`config.mk`:
```
export PLATFORM = sky130hd
export DESIGN_NAME = stream_host_master_flat
export DESIGN_NICKNAME = d
export VERILOG_FILES = /design/src/rtl/stream_host_master_pkg.sv /design/src/rtl/stream_host_master_if.sv /design/src/rtl/stream_host_master.sv /design/src/flat_wrapper.sv
export SDC_FILE = /design/constraint.sdc
export NUM_CORES = 1
export LEC_CHECK = 0
export BUFFER_PORTS_ARGS = -buffer_cell sky130_fd_sc_hd__buf_2
export CORE_MARGIN = 5
export CORE_UTILIZATION = 50
export CTS_CLUSTER_DIAMETER = 200
export CTS_CLUSTER_SIZE = 12
export DETAILED_ROUTE_END_ITERATION = 8
export GPL_TIMING_DRIVEN = 0
export PLACE_DENSITY = 0.74
export SLEW_MARGIN = 20
export SYNTH_ARGS = -nofsm -noshare
export SYNTH_HDL_FRONTEND = slang
export SYNTH_SLANG_ARGS = --single-unit
```
`constraint.sdc`:
```
create_clock -name clk -period 2.7 [get_ports clk]
set_input_delay 0.54 -clock clk [delete_from_list [all_inputs] [get_ports clk]]
set_output_delay 0.54 -clock clk [all_outputs]
set_load 0.01 [all_outputs]
```
`src/rtl/stream_host_master_pkg.sv`:
```
// Shared constants and types for the byte-stream command protocol between the
// host master and the picture-transfer controller.
package stream_host_master_pkg;

  localparam logic [7:0] CMD_TEST  = 8'h74;
  localparam logic [7:0] CMD_CLEAR = 8'h63;
  localparam logic [7:0] CMD_WRITE = 8'h77;
  localparam logic [7:0] CMD_READ  = 8'h72;
  localparam logic [7:0] REPLY_OK  = 8'h79;

  localparam int unsigned WORDS_PER_IMAGE = 32'd25344;
  localparam int unsigned UPLOAD_BASE     = 32'd0;
  localparam int unsigned DOWNLOAD_BASE   = 32'd25344;

  typedef enum logic [1:0] {
    OP_TEST  = 2'd0,
    OP_CLEAR = 2'd1,
    OP_WRITE = 2'd2,
    OP_READ  = 2'd3
  } cmd_op_e;

  typedef enum logic [3:0] {
    ST_IDLE      = 4'd0,
    ST_SEND_CMD  = 4'd1,
    ST_GAP_CMD   = 4'd2,
    ST_RECV      = 4'd3,
    ST_CLR_WAIT  = 4'd4,
    ST_FETCH     = 4'd5,
    ST_LATCH     = 4'd6,
    ST_SEND      = 4'd7,
    ST_GAP_DATA  = 4'd8,
    ST_DONE      = 4'd9
  } state_e;

  function automatic logic [7:0] cmd_byte(input cmd_op_e op);
    logic [7:0] b;
    case (op)
      OP_TEST:  b = CMD_TEST;
      OP_CLEAR: b = CMD_CLEAR;
      OP_WRITE: b = CMD_WRITE;
      OP_READ:  b = CMD_READ;
      default:  b = CMD_TEST;
    endcase
    return b;
  endfunction

endpackage

```
`src/rtl/stream_host_master_if.sv`:
```
// Command, word-memory and byte-stream signals of the host master.
// master = the host master itself; slave = its environment (user, memories, controller).
interface stream_host_master_if #(
  parameter int unsigned ADDR_W = 15
) ();
  logic              cmd_valid;
  logic [1:0]        cmd_op;
  logic              cmd_ready;
  logic              done;
  logic              error;
  logic              src_en;
  logic [ADDR_W-1:0] src_addr;
  logic [31:0]       src_dr;
  logic              snk_we;
  logic [ADDR_W-1:0] snk_addr;
  logic [31:0]       snk_dw;
  logic [7:0]        s_tx_data;
  logic              s_tx_stb;
  logic [7:0]        s_rx_data;
  logic              s_rx_stb;
  logic              s_rx_ack;

  modport master (
    input  cmd_valid, cmd_op, src_dr, s_rx_data, s_rx_stb,
    output cmd_ready, done, error, src_en, src_addr, snk_we, snk_addr, snk_dw,
           s_tx_data, s_tx_stb, s_rx_ack
  );

  modport slave (
    output cmd_valid, cmd_op, src_dr, s_rx_data, s_rx_stb,
    input  cmd_ready, done, error, src_en, src_addr, snk_we, snk_addr, snk_dw,
           s_tx_data, s_tx_stb, s_rx_ack
  );
endinterface

```
`src/rtl/stream_host_master.sv`:
```
// Host-side initiator issuing test/clear/write/read byte sequences to the
// picture-transfer controller. All outputs except s_rx_ack are registered.
module stream_host_master
  import stream_host_master_pkg::*;
#(
  parameter int unsigned WORDS      = WORDS_PER_IMAGE,
  parameter int unsigned ADDR_W     = 15,
  parameter int unsigned BYTE_GAP   = 2,
  parameter int unsigned CLEAR_WAIT = 65540,
  parameter int unsigned TIMEOUT    = 1 << 20
) (
  input  logic                clk,
  input  logic                reset,
  stream_host_master_if.master bus
);

  localparam int unsigned WAIT_MAX = (CLEAR_WAIT > TIMEOUT) ? CLEAR_WAIT : TIMEOUT;
  localparam int unsigned WAIT_W   = $clog2(WAIT_MAX + 1);
  localparam logic [WAIT_W-1:0] GAP_LAST  = WAIT_W'(BYTE_GAP - 1);
  localparam logic [WAIT_W-1:0] CLR_LAST  = WAIT_W'(CLEAR_WAIT - 1);
  localparam logic [WAIT_W-1:0] TMO_LAST  = WAIT_W'(TIMEOUT - 1);
  localparam logic [ADDR_W-1:0] WORD_LAST = ADDR_W'(WORDS - 1);

  state_e            state_q, state_d;
  cmd_op_e           op_q, op_d;
  logic [ADDR_W-1:0] word_cnt_q, word_cnt_d;
  logic [1:0]        byte_idx_q, byte_idx_d;
  logic [WAIT_W-1:0] wait_q, wait_d;
  logic [31:0]       shift_q, shift_d;
  logic              error_q, error_d;

  logic              cmd_ready_q, cmd_ready_d;
  logic              done_q, done_d;
  logic              src_en_q, src_en_d;
  logic [ADDR_W-1:0] src_addr_q, src_addr_d;
  logic              snk_we_q, snk_we_d;
  logic [ADDR_W-1:0] snk_addr_q, snk_addr_d;
  logic [31:0]       snk_dw_q, snk_dw_d;
  logic [7:0]        tx_data_q, tx_data_d;
  logic              tx_stb_q, tx_stb_d;
  logic              rx_ack_s;

  // A held byte is taken on the very edge it is acked, so acks may run one per cycle.
  assign rx_ack_s = bus.s_rx_stb & (state_q == ST_RECV);

  // Next-state, counter and datapath decode; registered outputs derive from state_d.
  always_comb begin
    state_d    = state_q;
    op_d       = op_q;
    word_cnt_d = word_cnt_q;
    byte_idx_d = byte_idx_q;
    wait_d     = wait_q;
    shift_d    = shift_q;
    error_d    = error_q;
    snk_we_d   = 1'b0;
    snk_addr_d = snk_addr_q;
    snk_dw_d   = snk_dw_q;

    case (state_q)
      ST_IDLE: begin
        if (bus.cmd_valid) begin
          op_d       = cmd_op_e'(bus.cmd_op);
          error_d    = 1'b0;
          word_cnt_d = '0;
          byte_idx_d = 2'd0;
          wait_d     = '0;
          state_d    = ST_SEND_CMD;
        end else begin
          state_d = ST_IDLE;
        end
      end
      ST_SEND_CMD: begin
        wait_d  = '0;
        state_d = ST_GAP_CMD;
      end
      ST_GAP_CMD: begin
        if (wait_q == GAP_LAST) begin
          wait_d = '0;
          case (op_q)
            OP_TEST:  state_d = ST_RECV;
            OP_CLEAR: state_d = ST_CLR_WAIT;
            OP_WRITE: state_d = ST_FETCH;
            OP_READ:  state_d = ST_RECV;
            default:  state_d = ST_DONE;
          endcase
        end else begin
          wait_d = wait_q + 1'b1;
        end
      end
      ST_CLR_WAIT: begin
        if (wait_q == CLR_LAST) begin
          state_d = ST_DONE;
        end else begin
          wait_d = wait_q + 1'b1;
        end
      end
      ST_FETCH: begin
        state_d = ST_LATCH;
      end
      ST_LATCH: begin
        shift_d = bus.src_dr;
        state_d = ST_SEND;
      end
      ST_SEND: begin
        wait_d  = '0;
        state_d = ST_GAP_DATA;
      end
      ST_GAP_DATA: begin
        if (wait_q == GAP_LAST) begin
          wait_d = '0;
          if (byte_idx_q == 2'd3) begin
            byte_idx_d = 2'd0;
            if (word_cnt_q == WORD_LAST) begin
              state_d = ST_DONE;
            end else begin
              word_cnt_d = word_cnt_q + 1'b1;
              state_d    = ST_FETCH;
            end
          end else begin
            byte_idx_d = byte_idx_q + 2'd1;
            shift_d    = {8'h00, shift_q[31:8]};
            state_d    = ST_SEND;
          end
        end else begin
          wait_d = wait_q + 1'b1;
        end
      end
      ST_RECV: begin
        if (rx_ack_s) begin
          wait_d  = '0;
          shift_d = {bus.s_rx_data, shift_q[31:8]};
          if (op_q == OP_TEST) begin
            if (bus.s_rx_data != REPLY_OK) begin
              error_d = 1'b1;
            end else begin
              error_d = error_q;
            end
            state_d = ST_DONE;
          end else if (byte_idx_q == 2'd3) begin
            // Word write overlaps the next byte so a continuously held stream never stalls.
            snk_we_d   = 1'b1;
            snk_addr_d = word_cnt_q;
            snk_dw_d   = shift_d;
            byte_idx_d = 2'd0;
            if (word_cnt_q == WORD_LAST) begin
              state_d = ST_DONE;
            end else begin
              word_cnt_d = word_cnt_q + 1'b1;
            end
          end else begin
            byte_idx_d = byte_idx_q + 2'd1;
          end
        end else if (wait_q == TMO_LAST) begin
          error_d = 1'b1;
          state_d = ST_DONE;
        end else begin
          wait_d = wait_q + 1'b1;
        end
      end
      ST_DONE: begin
        state_d = ST_IDLE;
      end
      default: begin
        state_d = ST_IDLE;
      end
    endcase

    cmd_ready_d = (state_d == ST_IDLE);
    done_d      = (state_d == ST_DONE);
    src_en_d    = (state_d == ST_FETCH);
    src_addr_d  = (state_d == ST_FETCH) ? word_cnt_d : src_addr_q;
    tx_stb_d    = (state_d == ST_SEND_CMD) || (state_d == ST_SEND);
    if (state_d == ST_SEND_CMD) begin
      tx_data_d = cmd_byte(op_d);
    end else if (state_d == ST_SEND) begin
      tx_data_d = shift_d[7:0];
    end else begin
      tx_data_d = 8'h00;
    end
  end

  // State and counter registers.
  always_ff @(posedge clk) begin
    if (reset) begin
      state_q    <= ST_IDLE;
      op_q       <= OP_TEST;
      word_cnt_q <= '0;
      byte_idx_q <= 2'd0;
      wait_q     <= '0;
      shift_q    <= 32'h0000_0000;
      error_q    <= 1'b0;
    end else begin
      state_q    <= state_d;
      op_q       <= op_d;
      word_cnt_q <= word_cnt_d;
      byte_idx_q <= byte_idx_d;
      wait_q     <= wait_d;
      shift_q    <= shift_d;
      error_q    <= error_d;
    end
  end

  // Output registers.
  always_ff @(posedge clk) begin
    if (reset) begin
      cmd_ready_q <= 1'b1;
      done_q      <= 1'b0;
      src_en_q    <= 1'b0;
      src_addr_q  <= '0;
      snk_we_q    <= 1'b0;
      snk_addr_q  <= '0;
      snk_dw_q    <= 32'h0000_0000;
      tx_data_q   <= 8'h00;
      tx_stb_q    <= 1'b0;
    end else begin
      cmd_ready_q <= cmd_ready_d;
      done_q      <= done_d;
      src_en_q    <= src_en_d;
      src_addr_q  <= src_addr_d;
      snk_we_q    <= snk_we_d;
      snk_addr_q  <= snk_addr_d;
      snk_dw_q    <= snk_dw_d;
      tx_data_q   <= tx_data_d;
      tx_stb_q    <= tx_stb_d;
    end
  end

  assign bus.cmd_ready = cmd_ready_q;
  assign bus.done      = done_q;
  assign bus.error     = error_q;
  assign bus.src_en    = src_en_q;
  assign bus.src_addr  = src_addr_q;
  assign bus.snk_we    = snk_we_q;
  assign bus.snk_addr  = snk_addr_q;
  assign bus.snk_dw    = snk_dw_q;
  assign bus.s_tx_data = tx_data_q;
  assign bus.s_tx_stb  = tx_stb_q;
  assign bus.s_rx_ack  = rx_ack_s;

endmodule

```
`src/flat_wrapper.sv`:
```
// flat-port wrapper written by rule: the top's interface ports become plain ports
module stream_host_master_flat import stream_host_master_pkg::*;
#(
  parameter int unsigned WORDS      = WORDS_PER_IMAGE,
  parameter int unsigned ADDR_W     = 15,
  parameter int unsigned BYTE_GAP   = 2,
  parameter int unsigned CLEAR_WAIT = 65540,
  parameter int unsigned TIMEOUT    = 1 << 20
)
  (clk, reset, bus_cmd_valid, bus_cmd_op, bus_src_dr, bus_s_rx_data, bus_s_rx_stb, bus_cmd_ready, bus_done, bus_error, bus_src_en, bus_src_addr, bus_snk_we, bus_snk_addr, bus_snk_dw, bus_s_tx_data, bus_s_tx_stb, bus_s_rx_ack);
  stream_host_master_if #(.ADDR_W(ADDR_W)) bus_i ();
  input  logic clk;
  input  logic reset;
  input wire logic [$bits(bus_i.cmd_valid)-1:0] bus_cmd_valid;
  input wire logic [$bits(bus_i.cmd_op)-1:0] bus_cmd_op;
  input wire logic [$bits(bus_i.src_dr)-1:0] bus_src_dr;
  input wire logic [$bits(bus_i.s_rx_data)-1:0] bus_s_rx_data;
  input wire logic [$bits(bus_i.s_rx_stb)-1:0] bus_s_rx_stb;
  output wire logic [$bits(bus_i.cmd_ready)-1:0] bus_cmd_ready;
  output wire logic [$bits(bus_i.done)-1:0] bus_done;
  output wire logic [$bits(bus_i.error)-1:0] bus_error;
  output wire logic [$bits(bus_i.src_en)-1:0] bus_src_en;
  output wire logic [$bits(bus_i.src_addr)-1:0] bus_src_addr;
  output wire logic [$bits(bus_i.snk_we)-1:0] bus_snk_we;
  output wire logic [$bits(bus_i.snk_addr)-1:0] bus_snk_addr;
  output wire logic [$bits(bus_i.snk_dw)-1:0] bus_snk_dw;
  output wire logic [$bits(bus_i.s_tx_data)-1:0] bus_s_tx_data;
  output wire logic [$bits(bus_i.s_tx_stb)-1:0] bus_s_tx_stb;
  output wire logic [$bits(bus_i.s_rx_ack)-1:0] bus_s_rx_ack;
  assign bus_i.cmd_valid = bus_cmd_valid;
  assign bus_i.cmd_op = bus_cmd_op;
  assign bus_i.src_dr = bus_src_dr;
  assign bus_i.s_rx_data = bus_s_rx_data;
  assign bus_i.s_rx_stb = bus_s_rx_stb;
  assign bus_cmd_ready = bus_i.cmd_ready;
  assign bus_done = bus_i.done;
  assign bus_error = bus_i.error;
  assign bus_src_en = bus_i.src_en;
  assign bus_src_addr = bus_i.src_addr;
  assign bus_snk_we = bus_i.snk_we;
  assign bus_snk_addr = bus_i.snk_addr;
  assign bus_snk_dw = bus_i.snk_dw;
  assign bus_s_tx_data = bus_i.s_tx_data;
  assign bus_s_tx_stb = bus_i.s_tx_stb;
  assign bus_s_rx_ack = bus_i.s_rx_ack;
  stream_host_master #(.WORDS(WORDS), .ADDR_W(ADDR_W), .BYTE_GAP(BYTE_GAP), .CLEAR_WAIT(CLEAR_WAIT), .TIMEOUT(TIMEOUT)) u_core (.clk(clk), .reset(reset), .bus(bus_i));
endmodule
```
==> flow_summary.toml, run 1 <==
[cts]
cts_root_buffer = "clkbuf_16"
htree_levels = 4
cts_tree = "built"
numClockSinks = 152
hold_buffers = 0
worst_skew_pair.late_latency_ns = 0.43
numCtsBuffers = 17
clk_pin_slew_ns = 0.06
clockBufferDepth = 2

[placement]
gp_congestion = 0.908
hpwlAfterDp_mm = 14.2
io_buffers = 122
dp.cells = 1083

[floorplan]
core_um2 = 13200
io_pins = 123
initial_utilization_pct = 50.8
die-width_um = 126
die_h_um = 126
dieArea_um2 = 15800
rows = 42

[global_routing]
grt_first_pass_wirelength_mm = 32.2
grt_max_degree = 17
grt_pass1_vias = 6236
antenna_found_initial = 3
grt_overflow = 0
track_usage_pct = 25.0

[run_status]
status = "complete, no violations"

[cells_and_area]
final_layout_size_suffix_gt1_share_pct = 25.2
syn_to_final_growth_pct = 27.2
nets = 990
final_cells = 1125
fillCellCount = 1151

[timing]
holdWs_ns = 0.343
period_share_pct = 97.0
slew_headroom_pct = 58.3
max_freq_mhz = 382
setup_violations = 0
tightest_slew_ns = 0.626
slew_violations = 0
hold_viol = 0
min_period_ns = 2.62
skew_ns = 0.00968

[synth]
synth_area_leaders = "dfxtp_1, nand2_1, a21oi_1, a222oi_1, nor2_1"
synth_nets = 840
synth_cell_types = 70
syn_area_um2 = 6700
synth_ff_type = "dfxtp_1"
synth_cells = 785
avgSynthCellArea_um2 = 8.53
synth_edf_count = 0
synth_seq_cells = 152
synth_top_area_share_pct = 45.4
synth_common_cells = "dfxtp_1, nand2_1, a21oi_1, nor2_1, clkbuf_1"
synth_top_area_cell = "dfxtp_1"
yosys_warnings = 0
synth_seq_area_share_pct = 45.4
async_flop_share_pct = 0
synth.most_common_cell = "dfxtp_1"

[setup_path]
start_kind = "flop"
slowest_delay_ns = 0.56
crit_top_cell = "buf_6"
cpMaxStageDelayCell = "or4_4"
required_ns = 3.06
cp_cell_sequence = "ha_4, nand4bb_4, or4b_4, o31ai_4, a31oi_4, or4_4, buf_6, buf_6, o22ai_2"
cp_max_fo = 10
worst_ep_arrival_time_ns = 2.98
criticalPathCategory = "flop to flop"
end_kind = "flop"

[detailed_routing]
first_pass_iters = 7
ant_nets = 0
via_count = 6649
drc = 0
drt-total-wl_mm = 20.2
routed_via_density = 5.91
drtIter0Drc = 686
routedWlPerCell_um = 18.0

[pwr]
p_comb_share_pct = 10.2
p_leak_nw = 3.31
pwr-share-clk_pct = 48.7
vdd_drop_max_uv = 396
p_sw_share_pct = 24.2
p_int_mw = 4.27
power_density_nw_per_um2 = 661
netSwitchingPower_mw = 1.36
p_seq_share_pct = 41.1

[job]
maxCapViolations = 0

[min_path]
hold_path.class = "primary input to flop"
layer usage:
layer	track usage (%)	wire [um]
met4	9.95	561
met3	7.66	1840
met1	32.8	8480
met2	38.5	9320
met5	0	14
cell families (layout without fill, tap and decap cells):
| group | after synthesis | count (layout) | synth area share [%] |
|---|---|---|---|
| flops | 152 | 152 | 45.4 |
| buf+inv | 72 | 235 | 4.52 |
| compound gates | 202 | 202 | 21.2 |
| other cells | 0 | 1 | 0 |
| mux | 3 | 3 | 0.467 |
| fa+ha+maj | 9 | 9 | 1.68 |
| simple gates | 343 | 343 | 26.2 |
| xor+xnor | 4 | 4 | 0.523 |
what timing repair did:
item,in CTS,in global routing
gates cloned,0,1
setup endpoints to repair,91,50
pin swaps,5,11
resized for setup,24,35
setup buffers,6,5
stage by stage:
step | setup slack [ns] | instance area, um2 | power (mW) | util (%) | setup TNS, ns
final | 0.0809 | 8510 | 5.63 | 64.6 | 0
after global routing | -0.0295 | 8510 | 5.81 | 64.6 | -0.142
after CTS | 0.000911 | 8350 | 5.59 | 63.3 | 0
after detailed placement | -0.482 | 7530 | 2.87 | 57.1 | -19.93
after global placement | -0.378 | 7530 | 2.86 | 57.1 | -16.03
after floorplan | 0.147 | 6700 | 2.69 | - | 0
power groups by stage:
stage | combinational [mW] | clock [mW] | sequential (mW)
final | 0.573 | 2.74 | 2.31
after floorplan | 0.335 | 0 | 2.36
after global routing | 0.618 | 2.88 | 2.31
after CTS | 0.519 | 2.76 | 2.31
after detailed placement | 0.509 | 0 | 2.36
after global placement | 0.505 | 0 | 2.36
final timing paths:
| check | end | cells after the start | slack [ns] | startpoint |
|---|---|---|---|---|
| worst max-delay path | u_core.bus.src_addr[10]$_SDFFE_PP0P_ | 9 | 0.08 | u_core.wait_q[1]$_SDFFE_PP0P_ |
| worst max register to register | u_core.bus.src_addr[10]$_SDFFE_PP0P_ | 9 | 0.08 | u_core.wait_q[1]$_SDFFE_PP0P_ |
| worst min-delay path | u_core.shift_q[19]$_SDFFE_PP0P_ | 3 | 0.34 | bus_src_dr[19] |
| worst min register to register | u_core.bus.snk_dw[24]$_SDFFE_PP0P_ | 2 | 0.45 | u_core.bus.snk_dw[24]$_SDFFE_PP0P_ |
cell type report:
class | count | area [um2] | share of cell area [%]
Multi-Input combinational cell | 561 | 3530 | 41.4
Clock buffer | 18 | 439 | 5.16
Buffer | 52 | 260 | 3.06
Clock inverter | 14 | 244 | 2.87
Sequential cell | 152 | 3050 | 35.9
Inverter | 17 | 63.8 | 0.749
Timing Repair Buffer | 134 | 704 | 8.27
Tap cell | 176 | 220 | 2.59
Antenna cell | 1 | 2.50 | 0.0294
cell usage in the layout, fill, tap and decap left out, types with 11 or more instances in the layout:
master / n
dfxtp_1: 148
buf_2: 130
nand2_1: 123
a21oi_1: 79
nor2_1: 74
a222oi_1: 32
clkbuf_1: 27
nand2b_1: 19
o21ai_0: 18
inv_1: 17
nand3_1: 17
clkbuf_16: 17
buf_4: 16
nor3_1: 15
or4_1: 13
or3_1: 11
worst max-delay path, delay by kind of cell, from the launching register on:
family | cells | cell delay [ns]
compound gates | 3 | 0.50
fa+ha+maj | 1 | 0.18
buf+inv | 2 | 0.28
flops | 1 | 0.38
simple gates | 3 | 1.21
sequential cells by signal, indices dropped and copies added (netlist names), 2 cells and up:
name,cells
u_core.bus.snk_dw,32
u_core.shift_q,32
u_core.wait_q,21
u_core.bus.snk_addr,15
u_core.bus.src_addr,15
u_core.word_cnt_q,15
u_core.bus.s_tx_data,8
u_core.state_q,4
u_core.byte_idx_q,2
u_core.op_q,2
Note: power is estimated with default switching activity, not from simulation.
==> inputs of run 2 (changes only) <==
Settings changed: CORE_UTILIZATION 50 to 60, PLACE_DENSITY 0.74 to 0.83.
Clock period 2.7 ns to 3.1 ns, I/O delays scaled along.
==> run 2 against run 1 <==
Total power down 18%; clock power is 23% lower; critical path depth did not move; critical endpoint is now u_core.bus.s_tx_data[2]$_SDFF_PP0_; final area fell by 4.5%; clock skew down 0.0030 ns; hold slack lost 0.021 ns; highest routed layer unchanged.
==> flow_summary.toml, run 2 (synthesized netlist as in run 1, its figures left out) <==
[setup_path]
end_kind = "flop"
regToRegEndpoint = "u_core.bus.s_tx_data[2]$_SDFF_PP0_"
critPathCapture = "u_core.bus.s_tx_data[2]$_SDFF_PP0_"
r2r_start = "u_core.state_q[1]$_SDFF_PP0_"
crit_path_start = "u_core.state_q[1]$_SDFF_PP0_"
criticalPathCategory = "flop to flop"
required_ns = 3.50
cp_max_fo = 10
start_kind = "flop"
worst_ep_arrival_time_ns = 3.42
rrSetupSlack_ns = 0.09
worst-r2r-cell-count = 9

[timing]
min_period_ns = 3.01
slew_headroom_pct = 55.8
hold_viol = 0
slew_violations = 0
setup_ws_ns = 0.0867
max_freq_mhz = 332
skew_ns = 0.00671
period_share_pct = 97.2
setup_violations = 0
holdWs_ns = 0.322
tightest_slew_ns = 0.663

[cells_and_area]
layout_commonest_cell = "dfxtp_1"
syn_to_final_growth_pct = 21.5
seq_area_um2 = 3040
final_layout_size_suffix_gt1_share_pct = 21.4
fin_util_pct = 74.7
antenna_cells = 0
multi_input_area_um2 = 3390
final_cell_mix = "dfxtp_1, buf_2, nand2_1, a21oi_1, nor2_1"
fillCellCount = 811
nets = 983

[run_status]
status = "complete, no violations"

[pwr]
power_density_nw_per_um2 = 565
vdd_drop_max_uv = 442
p_leak_nw = 3.14
power_mw = 4.60

[global_routing]
track_usage_pct = 31.9
grt_pass1_vias = 6467
grt_overflow = 0
grt_first_pass_wirelength_mm = 33.4
grt_max_degree = 17
antenna_found_initial = 2

[cts]
hold_buffers = 0
clk_pin_slew_ns = 0.06
numClockSinks = 152
numCtsBuffers = 17
cts_root_buffer = "clkbuf_8"
htree_levels = 4
clockBufferDepth = 2
worst_skew_pair.late_latency_ns = 0.55
cts_tree = "built"

[detailed_routing]
drc = 0
first_pass_iters = 6
routed_via_density = 6.35
via_count = 6849
ant_nets = 0
routedWlPerCell_um = 19.5
drt-total-wl_mm = 21.1
drtIter0Drc = 973

[floorplan]
die_h_um = 116
dieArea_um2 = 13400
io_pins = 123
initial_utilization_pct = 61.5
rows = 38
core_um2 = 10900
die-width_um = 116

[placement]
post-place-ws_ns = -0.0912
gp_congestion = 0.945
hpwlAfterDp_mm = 15.0
io_buffers = 122

[job]
maxCapViolations = 0

[min_path]
hold_path.class = "primary input to flop"
## run 2: changes by cell type in the layout (fill, tap and decap cells not counted), moves of 3 or more
cell      previous run  this run
nor4_4               6         3
clkbuf_2             6         1
clkbuf_1            27        37
dfxtp_1            148       152
buf_2              130       133
buf_4               16         6
ha_1                 5         8
## run 2: critical path, cell delays in order (launching register included)
cell and delay [ns]:
dfxtp_1 0.32, clkbuf_1 0.20, or4b_2 0.79, nor4_4 0.37, a21o_1 0.20, o21ai_1 0.13
buf_2 0.24, a222oi_1 0.36, buf_4 0.18, o32ai_1 0.07
## run 2: through the flow
| stage | TNS (ns) | instance area [um2] | std cells |
|---|---|---|---|
| floorplan | 0 | 6700 | 785 |
| global placement | -0.150 | 7480 | 1047 |
| detailed placement | -0.724 | 7480 | 1047 |
| CTS | 0 | 8080 | 1075 |
| global route | -0.00682 | 8140 | 1078 |
| finish | 0 | 8140 | 1078 |
## run 2: area by class of cell
class / count / share of cell area, %
multi-input combinational: 561 / 41.7
sequential: 152 / 37.4
timing repair buffer: 125 / 7.78
clock buffer: 18 / 5.14
buffer: 54 / 2.91
clock inverter: 11 / 2.15
tap: 140 / 2.15
inverter: 17 / 0.784
## run 2: how the worst min path moves through the flow
stage | startpoint | endpoint | slack [ns] | cells after the start
finish | bus_src_dr[10] | u_core.shift_q[10]$_SDFFE_PP0P_ | 0.32 | 3
global route | bus_src_dr[26] | u_core.shift_q[26]$_SDFFE_PP0P_ | 0.34 | 3
CTS | bus_src_dr[19] | u_core.shift_q[19]$_SDFFE_PP0P_ | 0.31 | 3
detailed placement | u_core.bus.snk_dw[26]$_SDFFE_PP0P_ | u_core.bus.snk_dw[26]$_SDFFE_PP0P_ | 0.44 | 2
global placement | u_core.bus.snk_dw[27]$_SDFFE_PP0P_ | u_core.bus.snk_dw[27]$_SDFFE_PP0P_ | 0.44 | 2
floorplan | u_core.byte_idx_q[1]$_SDFFE_PP0P_ | u_core.byte_idx_q[1]$_SDFFE_PP0P_ | 0.44 | 2
## run 2: what timing repair did
| action | 4_1_cts | 5_1_grt |
|---|---|---|
| setup buffers | 0 | 3 |
| setup endpoints to repair | 14 | 40 |
| pin swaps | 0 | 3 |
| gates resized for setup | 3 | 7 |
## run 2: metal layers
layer  track usage, %  wire [um]
met1             42.2       8540
met2             50.3       9800
met3             7.94       2090
met4             12.9        624
met5                0         14
## run 2: power breakdown
group          switching (mW)  total (mW)  internal, mW
clock network           0.820        2.12          1.30
logic                   0.298       0.464         0.167
registers              0.0274        2.01          1.98
total                    1.15        4.60          3.45
